==> src/rtl/alu_pkg.sv <==
// Shared types for the ALU decode stage: ALU operation codes, cmd field
// encodings, stage FSM states and the decoded control bundle.
package alu_pkg;

  typedef enum logic [2:0] {
    ALU_ADD = 3'd0,
    ALU_SUB = 3'd1,
    ALU_AND = 3'd2,
    ALU_ORR = 3'd3,
    ALU_ADC = 3'd4,
    ALU_SBC = 3'd5,
    ALU_EOR = 3'd6,
    ALU_MUL = 3'd7
  } alu_ctl_e;

  typedef enum logic [1:0] {
    ST_IDLE     = 2'd0,
    ST_HOLD     = 2'd1,
    ST_MUL_WAIT = 2'd2
  } stage_state_e;

  localparam logic [3:0] CMD_AND = 4'b0000;
  localparam logic [3:0] CMD_EOR = 4'b0001;
  localparam logic [3:0] CMD_SUB = 4'b0010;
  localparam logic [3:0] CMD_RSB = 4'b0011;
  localparam logic [3:0] CMD_ADD = 4'b0100;
  localparam logic [3:0] CMD_ADC = 4'b0101;
  localparam logic [3:0] CMD_SBC = 4'b0110;
  localparam logic [3:0] CMD_RSC = 4'b0111;
  localparam logic [3:0] CMD_TST = 4'b1000;
  localparam logic [3:0] CMD_TEQ = 4'b1001;
  localparam logic [3:0] CMD_CMP = 4'b1010;
  localparam logic [3:0] CMD_CMN = 4'b1011;
  localparam logic [3:0] CMD_ORR = 4'b1100;
  localparam logic [3:0] CMD_MOV = 4'b1101;
  localparam logic [3:0] CMD_BIC = 4'b1110;
  localparam logic [3:0] CMD_MVN = 4'b1111;
  localparam logic [3:0] CMD_MUL = 4'b0000;
  localparam logic [3:0] CMD_MLA = 4'b0001;

  typedef struct packed {
    alu_ctl_e   alu_ctl;
    logic       no_write;
    logic       shift;
    logic       swap;
    logic       inv;
    logic       illegal;
    logic [1:0] flag_w;
  } decode_t;

  // Arithmetic operations produce carry/overflow, so only they may write CV.
  function automatic logic writes_cv(input alu_ctl_e ctl);
    return (ctl == ALU_ADD) || (ctl == ALU_SUB) || (ctl == ALU_ADC) || (ctl == ALU_SBC);
  endfunction

endpackage

==> src/rtl/alu_decode_core.sv <==
// Purely combinational instruction-to-ALU-control decode table.
module alu_decode_core
  import alu_pkg::*;
(
  input  logic       alu_op,
  input  logic       s,
  input  logic       branch,
  input  logic       mul,
  input  logic [3:0] cmd,
  output decode_t    dec
);

  // Multiply wins over data-processing; only MUL/MLA are legal multiply cmds.
  always_comb begin
    dec = '0;
    dec.alu_ctl = ALU_ADD;
    if (mul) begin
      if (alu_op && (cmd != CMD_MUL) && (cmd != CMD_MLA)) begin
        dec.illegal = 1'b1;
      end else begin
        dec.alu_ctl = ALU_MUL;
        dec.flag_w  = {s, 1'b0};
      end
    end else if (alu_op) begin
      case (cmd)
        CMD_ADD: dec.alu_ctl = ALU_ADD;
        CMD_SUB: dec.alu_ctl = ALU_SUB;
        CMD_AND: dec.alu_ctl = ALU_AND;
        CMD_ORR: dec.alu_ctl = ALU_ORR;
        CMD_EOR: dec.alu_ctl = ALU_EOR;
        CMD_ADC: dec.alu_ctl = ALU_ADC;
        CMD_SBC: dec.alu_ctl = ALU_SBC;
        CMD_RSB: begin dec.alu_ctl = ALU_SUB; dec.swap = 1'b1; end
        CMD_RSC: begin dec.alu_ctl = ALU_SBC; dec.swap = 1'b1; end
        CMD_BIC: begin dec.alu_ctl = ALU_AND; dec.inv = 1'b1; end
        CMD_CMP: begin dec.alu_ctl = ALU_SUB; dec.no_write = 1'b1; end
        CMD_CMN: begin dec.alu_ctl = ALU_ADD; dec.no_write = 1'b1; end
        CMD_TST: begin dec.alu_ctl = ALU_AND; dec.no_write = 1'b1; end
        CMD_TEQ: begin dec.alu_ctl = ALU_EOR; dec.no_write = 1'b1; end
        CMD_MVN: begin dec.alu_ctl = ALU_ADD; dec.shift = 1'b1; dec.inv = 1'b1; end
        CMD_MOV: begin dec.alu_ctl = ALU_ADD; dec.shift = 1'b1; end
        default: dec.alu_ctl = ALU_ADD;
      endcase
      dec.flag_w = {s, s && writes_cv(dec.alu_ctl)};
    end else begin
      // Address generation: branches add, loads/stores follow the U bit in cmd[2].
      dec.alu_ctl = (branch || cmd[2]) ? ALU_ADD : ALU_SUB;
    end
  end

endmodule

==> src/rtl/alu_decode_stage.sv <==
// Registered decode stage with valid/ready handshake and a fixed-latency
// multiply wait sequence in front of the output register.
module alu_decode_stage #(
  parameter int MUL_LATENCY = 4,
  parameter int CTL_W       = 3
) (
  input  logic             clk,
  input  logic             reset,
  input  logic             in_valid,
  output logic             in_ready,
  input  logic             alu_op,
  input  logic             s,
  input  logic             branch,
  input  logic             mul,
  input  logic [3:0]       cmd,
  output logic             out_valid,
  input  logic             out_ready,
  output logic [CTL_W-1:0] alu_ctl,
  output logic             no_write,
  output logic             shift,
  output logic             swap,
  output logic             inv,
  output logic             illegal,
  output logic [1:0]       flag_w,
  output logic             mul_busy,
  output logic             mul_done
);
  import alu_pkg::*;

  localparam int CNT_W    = (MUL_LATENCY > 1) ? $clog2(MUL_LATENCY) : 1;
  localparam int CNT_LOAD = (MUL_LATENCY > 1) ? (MUL_LATENCY - 2) : 0;
  localparam bit MUL_MULTI_CYCLE = (MUL_LATENCY > 1);

  stage_state_e     state;
  logic [CNT_W-1:0] cnt;
  decode_t          dec;
  decode_t          pend;
  decode_t          res;
  logic             accept;

  alu_decode_core u_core (
    .alu_op (alu_op),
    .s      (s),
    .branch (branch),
    .mul    (mul),
    .cmd    (cmd),
    .dec    (dec)
  );

  assign in_ready  = !reset && ((state == ST_IDLE) || ((state == ST_HOLD) && out_ready));
  assign accept    = in_valid && in_ready;
  assign out_valid = (state == ST_HOLD);
  assign mul_busy  = (state == ST_MUL_WAIT);

  assign alu_ctl  = CTL_W'(res.alu_ctl);
  assign no_write = res.no_write;
  assign shift    = res.shift;
  assign swap     = res.swap;
  assign inv      = res.inv;
  assign illegal  = res.illegal;
  assign flag_w   = res.flag_w;

  // A multiply result is parked in pend so the visible outputs keep their
  // previous value until the result is actually valid.
  always_ff @(posedge clk or posedge reset) begin
    if (reset) begin
      state    <= ST_IDLE;
      cnt      <= '0;
      pend     <= '0;
      res      <= '0;
      mul_done <= 1'b0;
    end else begin
      mul_done <= 1'b0;
      case (state)
        ST_IDLE, ST_HOLD: begin
          if (accept) begin
            if (mul && MUL_MULTI_CYCLE) begin
              state <= ST_MUL_WAIT;
              cnt   <= CNT_W'(CNT_LOAD);
              pend  <= dec;
            end else begin
              state    <= ST_HOLD;
              res      <= dec;
              mul_done <= mul;
            end
          end else if ((state == ST_HOLD) && out_ready) begin
            state <= ST_IDLE;
          end
        end
        ST_MUL_WAIT: begin
          if (cnt == '0) begin
            state    <= ST_HOLD;
            res      <= pend;
            mul_done <= 1'b1;
          end else begin
            cnt <= cnt - 1'b1;
          end
        end
        default: state <= ST_IDLE;
      endcase
    end
  end

endmodule

==> config.mk <==
export PLATFORM = sky130hd
export DESIGN_NAME = alu_decode_stage
export DESIGN_NICKNAME = d
export VERILOG_FILES = /design/src/rtl/alu_pkg.sv /design/src/rtl/alu_decode_core.sv /design/src/rtl/alu_decode_stage.sv
export SDC_FILE = /design/constraint.sdc
export NUM_CORES = 1
export LEC_CHECK = 0
export ABC_AREA = 0
export CAP_MARGIN = 25
export CORE_ASPECT_RATIO = 0.8
export CORE_UTILIZATION = 45
export CTS_CLUSTER_SIZE = 8
export DETAILED_ROUTE_END_ITERATION = 16
export GPL_TIMING_DRIVEN = 0
export PLACE_DENSITY = 0.81
export SLEW_MARGIN = 20
export SYNTH_ARGS = -nofsm -noshare
export SYNTH_HDL_FRONTEND = slang
export SYNTH_SLANG_ARGS = --single-unit
==> constraint.sdc <==
create_clock -name clk -period 1.8 [get_ports clk]
set_clock_uncertainty 0.05 [all_clocks]
set_input_delay 0.27 -clock clk [delete_from_list [all_inputs] [get_ports clk]]
set_output_delay 0.27 -clock clk [all_outputs]
set_load 0.005 [all_outputs]
# --- Word level (Yosys, flattened, before mapping) ---
# Index checks and enable logic that the tools add are counted.
totals:
  input_bits: 12
  wordCells: 110
  ff_bits: 25
  output_inout_bits: 14
op_classes:
  muxes: 33
  n_eq_ne: 27
  n_reduce_logical: 32
  addsub: 1
op_table:
  columns: ["operator", "count"]
  rows:
  - ["$eq 4x4->1 const B", 8]
  - ["$mux 10", 3]
  - ["$pmux 3 s7", 1]
  - ["$mux 2", 10]
  - ["$pmux 10 s2", 1]
  - ["$eq 4x3->1 const B", 4]
  - ["$mux 3", 5]
  - ["$reduce_or 2->1", 6]
  - ["$mux 1", 9]
  - ["$eq 4x2->1 const B", 2]
  - ["$mux 4", 2]
  - ["$ne 2x2->1 const B", 4]
  - ["$pmux 2 s2", 2]
  - ["$reduce_and 4->1", 2]
  - ["$reduce_or 4->1", 2]
  - ["$eq 3x3->1 const B", 2]
  - ["$logic_and 1x1->1", 6]
  - ["$reduce_or 3->1", 2]
  - ["$logic_or 1x1->1", 5]
  - ["$eq 4x1->1 const B", 1]
  - ["$logic_not 2->1", 2]
  - ["$logic_not 4->1", 1]
  - ["$ne 4x1->1 const B", 1]
  - ["$reduce_bool 4->1", 1]
  - ["other kinds (11)", 11]

# --- Longest topological paths before layout ---
logic_depth:
  depth_word: 15
  mapped_depth: 7
  ltp_nobuf: 5

# --- Modules after synthesis ---
# From an unflattened synthesis, not the netlist that was laid out.
hier_totals:
  hier_cells: 113
  area_unflattened_um2: 1322.5
by_module_without_submodules:
  columns: ["mod", "cells_each", "instances", "area_each_um2", "seq_area_each_um2"]
  rows:
  - ["alu_decode_stage", 83, 1, 1131.1, 625.6]
  - ["alu_decode_core", 30, 1, 191.4, 0.0]

# --- Worst setup path before layout ---
# No wires, ideal clock.
synth_timing:
  kind: "register to register"
  startpoint: "register state[1]"
  endpoint: "register res (netlist bit alu_ctl[0])"
  t_required_ns: 1.625
  setup_time_ns: 0.125
  t_arrival_ns: 1.649
  stages_incl_launch_ff: 6
  setup_slack_ns: -0.024
  n_path_buf: 1
  synth_period_minus_slack_ns: 1.824
  path_cell_list: "dfrtp_1 -> or4b_1 -> a21oi_2 -> or2_1 -> buf_6 -> mux2_2"
synth_between:
  elab_chain_len: 7
  word_cells_on_any_way: 14
  classes_between: "eq/ne: 5; mux: 1; reduce/logical: 8"
synth_rtl:
  columns: ["element", "line", "source"]
  rows:
  - ["from (decl)", "alu_decode_stage.sv:34", "stage_state_e state;"]
  - ["from (signal assigned)", "alu_decode_stage.sv:67", "state <= ST_IDLE;"]
  - ["from (signal assigned)", "alu_decode_stage.sv:78", "state <= ST_MUL_WAIT;"]
  - ["from (signal assigned)", "alu_decode_stage.sv:82", "state <= ST_HOLD;"]
  - ["$eq 2x1->1", "alu_decode_stage.sv:50, alu_decode_stage.sv:74", null]
  - ["$logic_and 1x1->1", "alu_decode_stage.sv:50", "assign in_ready = !reset && ((state == ST_IDLE) || ((state == ST_HOLD) && out_ready));"]
  - ["$logic_or 1x1->1", "alu_decode_stage.sv:50", null]
  - ["$logic_and 1x1->1", "alu_decode_stage.sv:50", null]
  - ["$logic_and 1x1->1", "alu_decode_stage.sv:51", "assign accept = in_valid && in_ready;"]
  - ["$ne 2x2->1 (no source line)", null, null]
  - ["$reduce_and 4->1 (no source line)", null, null]
  - ["to (signal assigned)", "alu_decode_stage.sv:93", "res <= pend;"]
  - ["to (decl)", "alu_decode_stage.sv:38", "decode_t res;"]
# Parallel ways exist; a longest one is shown, timed or not.
# A chain may end at the register's enable or synchronous reset.

# --- Final worst setup path ---
layout_timing:
  startpoint: "register state[1]"
  endpoint: "register res (netlist bit flag_w[0])"
# Same word-level chain as after synthesis.

==> run_results.csv <==
group,metric,value,unit
finish,drive_gt1_share,20.4,%
sta,rsz0062_at_grt,"true",
placement,dp_hpwl,1.98,mm
clocking,htreeDepth,1,
sta,finalSetupViolations,5,
logic_synthesis,synth.net_count,136,
floorplanning,die_width,61.2,um
setup_path,slowest_delay,0.50,ns
floorplanning,die_area,0.00303,sq mm
sta,tightest_slew,0.499,ns
power,pwr-share-comb,44.6,%
setup_path,cp_top_family,"simple AND/OR/NAND/NOR gates",
clocking,cts-root-buf,"clkbuf_4",
setup_path,r2r-start,"state[1]",
floorplanning,core_area,0.00254,sq mm
setup_path,required,1.97,ns
global_routing,grt_overflow,0,
drt,avgViaCountPerCell,5.54,
power,swShare,32.4,%
finish,post-route-util,66.5,%
global_routing,grt_use_total,22.6,%
setup_path,arrival,1.99,ns
global_routing,grt_max_degree,26,
logic_synthesis,ys_warn_count,0,
setup_path,worstSetupPathType,"reg -> reg",
clocking,tritoncts,"yes",
power,p_int,0.00132,W
worst_hold_path,hold_class,"in -> async",
global_routing,grt_pass1_wl,4.91,mm
sta,final_hold_viol_count,0,
drt,drt-total-wl,3.00,mm
finish,nNetsFinal,171,
setup_path,critPathLaunch,"state[1]",
sta,post-route-min-period,1.82,ns
logic_synthesis,async_reset_ff_share,100,%
global_routing,antenna_found_initial,0,
drt,drc,0,
setup_path,crit_path_end_kind,"register",
setup_path,path_depth,5,
setup_path,reg2reg_slack,-0.02,ns
setup_path,cp_slowest_cell,"or4b_4",
logic_synthesis,synth-seq-area-share,49.5,%
logic_synthesis,netlist_area,0.00126,sq mm
clocking,numCtsBuffers,3,
run,cap_violations,0,
setup_path,critPathCapture,"flag_w[0]",
sta,slew_headroom,66.7,%
setup_path,ff2ff_path_depth,5,
sta,holdWs,0.0549,ns
logic_synthesis,ys_seq_elements,25,
power,p_switching,0.000632,W
logic_synthesis,synth_enable_flop_cells,0,
logic_synthesis,avgSynthCellArea,10.3,sq um
power,pwr-share-clk,12.9,%
outcome,failed_checks,"setup timing",
sta,slew_viol_final,0,
floorplanning,initial_core_util,49.7,%
drt,drtPass1Iterations,4,
drt,ant_nets,0,
global_routing,grt_pass1_vias,1039,
sta,post-route-period-util,101,%
clocking,cts.sinks,25,
clocking,clockBufferDepth,2,
setup_path,cp-start-kind,"register",
sta,setup_slack,-0.0243,ns
floorplanning,pin_count,26,
drt,vias,1070,
power,seqPwrFrac,42.5,%
setup_path,rr_endpoint,"flag_w[0]",
power,power.total,0.00195,W
finish,fill_cells,194,
clocking,clk_latency,0.32,ns
setup_path,cp_num_buf_inv,1,
setup_path,crit_fanout,5,
sta,fmax,548,MHz
power,vdd_drop_max,0.000686,V
logic_synthesis,ys.flop_type,"dfrtp_1",
logic_synthesis,synthDistinctLibCells,40,
placement,post-place-ws,-0.498,ns
placement,gp_congestion,0.863,
drt,route.detailed.wl_per_inst,15.5,um
logic_synthesis,synth_cells,123,
power,leakagePower,0.755,nW
setup_path,path_cells,"or4b_4 -> a21oi_2 -> or2_4 -> buf_6 -> mux2_4",
clocking,clkSlewWorstSetupHoldPaths,0.14,ns
finish,areaGrowthSynthToFinish,33.9,%
placement,port_buffers,24,
outcome,status,"finished with violations",
power,p_per_area,1150,mW/mm^2
floorplanning,row_count,16,
finish,diodes,0,
floorplanning,die_h,49.4,um
drt,first_iter_violations,73,
==> worst min-delay path by stage <==
stage | from | endpoint | slack [ns] | depth (start not counted)
2_1_floorplan | reset | alu_ctl[0] | 0.25 | 1
3_3_place_gp | pend[8] | pend[8] | 0.42 | 1
3_5_place_dp | pend[8] | pend[8] | 0.43 | 1
4_1_cts | reset | no_write | 0.30 | 2
5_1_grt | reset | mul_done | 0.05 | 2
6_report | reset | shift | 0.05 | 2
==> sequential cells by signal, indices dropped and copies added (netlist names) <==
name	count
state	2
alu_ctl	3
cnt	2
shift	1
no_write	1
flag_w	2
mul_done	1
illegal	1
inv	1
swap	1
pend	10
==> repair_timing <==
action / in CTS / in global routing
buffers inserted: 5 / 0
hold buffers: 0 / 0
pin swaps: 2 / 0
setup endpoints to repair: 15 / 12
gates resized for setup: 25 / 3
cloned: 1 / 0
==> metal layers <==
metal	up-vias	track usage, %	share of wire (%)
li1	507	-	-
met2	39	33.2	46
met5	-	0	0
met4	0	8.33	2.0
met1	517	31.4	46
met3	7	6.63	5.7
==> power groups by stage <==
stage / clock network [W] / registers, W / logic (W)
2_1_floorplan: 0 / 0.000823 / 0.000402
6_report: 0.000251 / 0.000828 / 0.000870
3_5_place_dp: 0 / 0.000834 / 0.000734
5_1_grt: 0.000294 / 0.000854 / 0.000950
3_3_place_gp: 0 / 0.000824 / 0.000711
4_1_cts: 0.000263 / 0.000826 / 0.000849
==> area by class of cell <==
class | count | area, sq um | area share, %
sequential | 25 | 627 | 37.1
multi-input combinational | 83 | 619 | 36.6
timing repair buffer | 31 | 299 | 17.7
buffer | 7 | 47.5 | 2.81
tap | 36 | 45.0 | 2.66
inverter | 7 | 26.3 | 1.55
clock buffer | 3 | 22.5 | 1.33
clock inverter | 1 | 5.00 | 0.296
==> stage by stage <==
step	area, sq um	setup TNS (ns)	instances
2_1_floorplan	1260	0	123
3_3_place_gp	1550	-6.90	183
3_5_place_dp	1550	-7.72	183
4_1_cts	1670	-0.198	192
5_1_grt	1690	-0.419	193
6_report	1690	-0.101	193
==> synthesized netlist by cell type, drive strengths merged (3+ instances only) <==
cell type / number / area (sq um)
dfrtp: 25 / 626
nor2b: 10 / 65.1
nand2: 9 / 33.8
mux2: 8 / 90.1
inv: 7 / 26.3
o21ai: 7 / 35.0
clkbuf: 6 / 22.5
nor2: 4 / 15.0
nor3: 4 / 20.0
o21a: 4 / 30.0
a21oi: 3 / 18.8
nand2b: 3 / 18.8
o31ai: 3 / 22.5
==> cells by family (layout without fill, tap and decap cells) <==
family	after synthesis	count (layout)	share of synthesized area, %
and+or+nand+nor	43	43	19.3
DFF	25	25	49.5
AOI/OAI and AO/OA	30	30	17.1
adders and majority gates	1	1	0.990
muxes	9	9	7.92
buffers and inverters	15	49	5.15
==> placed cells by master, fill, tap and decap left out, types with 3 or more instances in the layout <==
cell and count:
buf_4 5, clkbuf_4 3, clkdlybuf4s50_1 20, dfrtp_1 24, dlygate4sd2_1 4, inv_1 7, mux2_4 7, nand2_1 9
nand2b_1 3, nor2_1 4, nor2b_1 9, nor3_1 3, o21a_1 4, o21ai_0 7, o31ai_1 3
Note: power is estimated with default switching activity, not from simulation.
